[config.mk]
export PLATFORM = sky130hd
export DESIGN_NAME = comp_divider
export DESIGN_NICKNAME = d
export VERILOG_FILES = /design/src/rtl/comp_divider.sv
export SDC_FILE = /design/constraint.sdc
export NUM_CORES = 1
export LEC_CHECK = 0
export ABC_AREA = 1
export BUFFER_PORTS_ARGS = -buffer_cell sky130_fd_sc_hd__buf_2
export CELL_PAD_IN_SITES_DETAIL_PLACEMENT = 0
export CELL_PAD_IN_SITES_GLOBAL_PLACEMENT = 1
export CORE_MARGIN = 3
export CORE_UTILIZATION = 42
export DETAILED_ROUTE_END_ITERATION = 8
export GPL_TIMING_DRIVEN = 0
export PLACE_DENSITY_LB_ADDON = 0.08
export SLEW_MARGIN = 20
export SYNTH_ARGS = -nofsm -noshare
export SYNTH_HDL_FRONTEND = slang
export SYNTH_SLANG_ARGS = --single-unit
export TNS_END_PERCENT = 30
[constraint.sdc]
create_clock -name clk -period 7 [get_ports clk]
set_clock_uncertainty 0.15 [all_clocks]
set_input_delay 1.4 -clock clk [delete_from_list [all_inputs] [get_ports clk]]
set_output_delay 1.4 -clock clk [all_outputs]
set_load 0.1 [all_outputs]
[src/rtl/comp_divider.sv]
// comp_divider: sequential 32-bit unsigned restoring divider.
// One quotient bit per clock, 32 iterations, run/ready handshake.
module comp_divider (
   input  logic        clk,
   input  logic        reset,
   input  logic [31:0] Dividend,
   input  logic [31:0] Divisor,
   input  logic        run,
   output logic [31:0] Quotient,
   output logic [31:0] Remainder,
   output logic        ready,
   output logic        div_by_zero
);

   typedef enum logic [1:0] {
      IDLE,
      CALC,
      DONE
   } state_t;

   state_t      state, state_n;
   logic [63:0] rem, rem_n;
   logic [31:0] dvs, dvs_n;
   logic [5:0]  cnt, cnt_n;
   logic        ready_n;
   logic        dbz_n;
   logic [63:0] s;
   logic [32:0] d;

   // High half never exceeds 2*dvs, so a no-borrow d fits in 32 bits
   assign s = {rem[62:0], 1'b0};
   assign d = {1'b0, s[63:32]} - {1'b0, dvs};

   assign Quotient  = rem[31:0];
   assign Remainder = rem[63:32];

   always_ff @(posedge clk) begin
      if (reset) begin
         state       <= IDLE;
         rem         <= '0;
         dvs         <= '0;
         cnt         <= '0;
         ready       <= 1'b0;
         div_by_zero <= 1'b0;
      end else begin
         state       <= state_n;
         rem         <= rem_n;
         dvs         <= dvs_n;
         cnt         <= cnt_n;
         ready       <= ready_n;
         div_by_zero <= dbz_n;
      end
   end

   always_comb begin
      state_n = state;
      rem_n   = rem;
      dvs_n   = dvs;
      cnt_n   = cnt;
      ready_n = ready;
      dbz_n   = div_by_zero;
      unique case (state)
         IDLE, DONE: begin
            if (run) begin
               rem_n   = {32'b0, Dividend};
               dvs_n   = Divisor;
               cnt_n   = '0;
               ready_n = 1'b0;
               dbz_n   = (Divisor == 32'b0);
               state_n = CALC;
            end
         end
         CALC: begin
            if (!d[32]) rem_n = {d[31:0], s[31:1], 1'b1};
            else        rem_n = s;
            cnt_n = cnt + 6'd1;
            if (cnt == 6'd31) begin
               state_n = DONE;
               ready_n = 1'b1;
            end
         end
         default: state_n = IDLE;
      endcase
   end

endmodule

==> implementation parameters <==
Parameter                              Value

Outcome
  Run status    finished, final reports clean

Yosys
  Simple logic cell fraction of the synthesized area    0.3597
  Dominant cell by count in the synthesized netlist    sky130_fd_sc_hd__nand2_1
  Cell taking the most area after synthesis    sky130_fd_sc_hd__dfxtp_1
  Yosys warnings    0
  Net count after synthesis    1253
  Mux share of post-synthesis cell area    0
  Adder-cell share of the synthesized area    0.06120
  Share of synthesized flip-flops with an asynchronous set or reset    0
  Post-synth cell types    36
  Area share of xor/xnor cells in the synthesized design    0.01733
  Compound-gate portion of the synthesized area    0.1330
  Number of enable flip-flop cells after synthesis    0
  Gate count after technology mapping    1152
  Flops & latches, synth    106
  Mean post-synth cell area    6.141 um^2
  Main area contributors after synthesis    sky130_fd_sc_hd__dfxtp_1 30%, sky130_fd_sc_hd__nand2_1 23%, sky130_fd_sc_hd__inv_1 9.3%, sky130_fd_sc_hd__ha_1 5.8%, sky130_fd_sc_hd__a21oi_1 5.7%
  Combinational family with the most area after synthesis    simple AND/OR/NAND/NOR gates
  Post-Syn Area    0.007074 mm^2
  Sequential area share after synthesis    0.3000
  Most used flip-flop cell after synthesis    sky130_fd_sc_hd__dfxtp_1
  List of most frequent post-synthesis cells    429 x sky130_fd_sc_hd__nand2_1, 175 x sky130_fd_sc_hd__inv_1, 106 x sky130_fd_sc_hd__dfxtp_1
  Post-synth top area share    0.3000

Layout
  Layout filler cell count    1774
  Count of inserted antenna diode cells    0
  Nets    1395
  Final design area excluding fillers    0.008322 mm^2
  Synth-to-layout area growth    17.63%
  Proportion of layout cells with a drive suffix above 1    0.1501

Timing
  Top achievable clock speed    347.2 MHz
  Actual slew at the worst max-slew pin    678.0 ps
  RSZ-0062 raised after global routing    no
  Final number of hold-violating endpoints    0
  Final critical path time including I/O delays and setup    2880 ps
  Max-slew violation count    0
  Share of the clock period used by the worst path after layout    0.4115
  Worst-case setup margin in the final layout    4120 ps
  Normalized max-slew margin    0.5480
  Setup TNS    0 ps
  Final setup violating endpoints    0

CTS
  Setup Buffers After CTS    0
  CTS tree    built
  Insertion delay to the later sink of the worst-skew pair    340 ps
  Clock root buffer    sky130_fd_sc_hd__clkbuf_16
  Number of clock sinks seen by CTS    106
  Clock slew at the register clock pins of the worst setup and hold paths    70 ps
  Clk buf depth    2
  CTS resizes    0
  TritonCTS buffer count    9
  H-tree depth    3
  Hold buffer count at CTS    0

Routing
  Antenna viol nets, final    0
  Starting DRC count in detailed routing    456
  Final WL    22340 um
  Detailed-route DRC error count    0
  Vias post-DR    7344
  Total iterations of the first detailed-routing run    5
  Routed WL per cell    14.75 um
  Per-cell via count in the routed design    4.848

Floorplan
  Cell Rows    46
  I/O pins    133
  Die Height    135.8 um
  Die Area    0.01844 mm^2
  Placeable Area    0.01617 mm^2
  Die Span X    135.8 um
  Initial Util    0.4374

Critical path
  Critical path startpoint category    register
  Master of the slowest instance on the critical path    sky130_fd_sc_hd__fa_1
  Worst EP arrival    2940 ps
  Critical Path End Type    register
  Critical path origin    rem[31]
  Startpoint of the lowest-slack register-to-register path    rem[31]
  Crit path required time    7060 ps
  CP max FO    10
  Critical path class    register to register
  Biggest cell delay along the critical path    470 ps
  R2r endpoint    rem[54]
  Setup slack of the most critical reg-to-reg path    4120 ps
  Cells along the critical path    inv_1 > ha_1 > fa_1 > inv_2 > nand2_1 > nand2_1 > nand3_1 > nand2_2 > nand2_2 > nand2_4 > nand2_4 > nand2_4 > buf_6 > nand3_1 > nand2_1 > a21oi_2
  Count of cells along the worst register-to-register path    16

Pwr
  Maximum vdd ir drop    0.1258 mV
  Switching power    0.001047 W
  Sequential cell fraction of total power    0.295
  Gate power share    0.471
  Internal Power    0.001280 W
  Leakage power figure    4.326 nW
  Switching power share of the total    0.4500
  Power Dens Cells    279.7 mW/mm^2
  Clock power share    0.233

Global route
  Vias in the first global route    6709
  Sum of overflow across all layers after global routing    0
  First-pass GRT wire length    34610 um
  Initial antenna violation count    0
  Tot GR Track Use    0.2410
  Largest net degree at the start of global routing    17

Placed design
  Post-placement cell area    0.008000 mm^2
  Port Buffers    131
  GP Congestion    0.9373
  Sum of net half-perimeters after detailed placement    18360 um
  Worst slack at placement    3948 ps

Min path
  Worst Hold Endpoint    div_by_zero
  Number of stages on the worst hold path    2
  Hold Path Class    register to register
  Min-delay src    div_by_zero

Run
  Number of max-capacitance violations reported    0
## worst max-delay path, delay by kind of cell (launching register included)
family / cells / cell delay [ps]
adders and majority gates: 2 / 700
DFF: 1 / 370
AOI/OAI and AO/OA: 1 / 50
and+or+nand+nor: 10 / 1110
buffers and inverters: 3 / 350
## per-layer routing
metal / vias to the layer above / track usage / part of all wire
met1: 3253 / 0.3445 / 0.49
met3: 14 / 0.04086 / 0.060
met4: 0 / 0.04591 / 0.011
met2: 172 / 0.3855 / 0.44
li1: 3905 / - / -
met5: - / 0 / 0
## layout make-up
type,count,area [um^2],area share
plain buffers,44,205.2,0.02466
clock buffers,12,246.5,0.02962
flip-flops and latches,106,2122,0.2550
inverters,188,705.7,0.08480
well taps,216,270.3,0.03248
multi-input cells,814,4041,0.4856
clock inverters,4,75.07,0.009021
repair buffers,131,655.6,0.07879
## kinds of logic (layout without fill, tap and decap cells)
group                    count (synthesis)  after routing
AND/OR/NAND/NOR                        599            599
buffers and inverters                  232            379
AO/OA/AOI/OAI                          167            167
flip-flops                             106            106
adder cells (fa/ha/maj)                 34             34
XOR/XNOR                                14             14
## cells in the final DEF (no fill, tap or decap), types with 5 or more instances in the layout
cell	instances
sky130_fd_sc_hd__o21ai_0	37
sky130_fd_sc_hd__nand4_1	8
sky130_fd_sc_hd__clkbuf_16	9
sky130_fd_sc_hd__inv_2	12
sky130_fd_sc_hd__nand3b_1	25
sky130_fd_sc_hd__dfxtp_1	106
sky130_fd_sc_hd__a21oi_2	10
sky130_fd_sc_hd__nor2_1	38
sky130_fd_sc_hd__nand2_1	429
sky130_fd_sc_hd__buf_2	136
sky130_fd_sc_hd__xnor2_1	9
sky130_fd_sc_hd__nor4_1	8
sky130_fd_sc_hd__nand3_1	68
sky130_fd_sc_hd__a21oi_1	81
sky130_fd_sc_hd__ha_1	33
sky130_fd_sc_hd__clkbuf_1	33
sky130_fd_sc_hd__xor2_1	5
sky130_fd_sc_hd__nand2_2	8
sky130_fd_sc_hd__a31oi_1	32
sky130_fd_sc_hd__inv_1	175
## how the worst max path moves through the flow
stage | end | slack (ps) | depth (start not counted)
after global placement | dvs[26] | 3970 | 8
final | rem[54] | 4120 | 16
after global routing | rem[62] | 3980 | 16
after CTS | rem[62] | 4160 | 16
after detailed placement | rem[29] | 3950 | 7
after floorplan | rem[48] | 3980 | 16
## through the flow
stage	util	std cells	total power, W	hold slack, ps
after floorplan	-	1152	0.001536	283.1
after global routing	0.5145	1515	0.002476	341.9
after global placement	0.4947	1499	0.001788	300.5
final	0.5145	1515	0.002327	317.7
after CTS	0.5145	1515	0.002334	325.4
after detailed placement	0.4947	1499	0.001788	313.4
## state kept, by name (all words and copies together) (netlist names)
signal,flops
rem,64
cnt,6
dvs,32
ready,1
div_by_zero,1
state,2
## power groups by stage
stage	Sequential (W)	Clock, W	Combinational (W)
final	0.000688	0.000543	0.00110
after global routing	0.000693	0.000576	0.00121
after CTS	0.000687	0.000555	0.00109
after detailed placement	0.000700	0	0.00109
after global placement	0.000701	0	0.00109
after floorplan	0.000912	0	0.000624
Note: power is estimated with default switching activity, not from simulation.
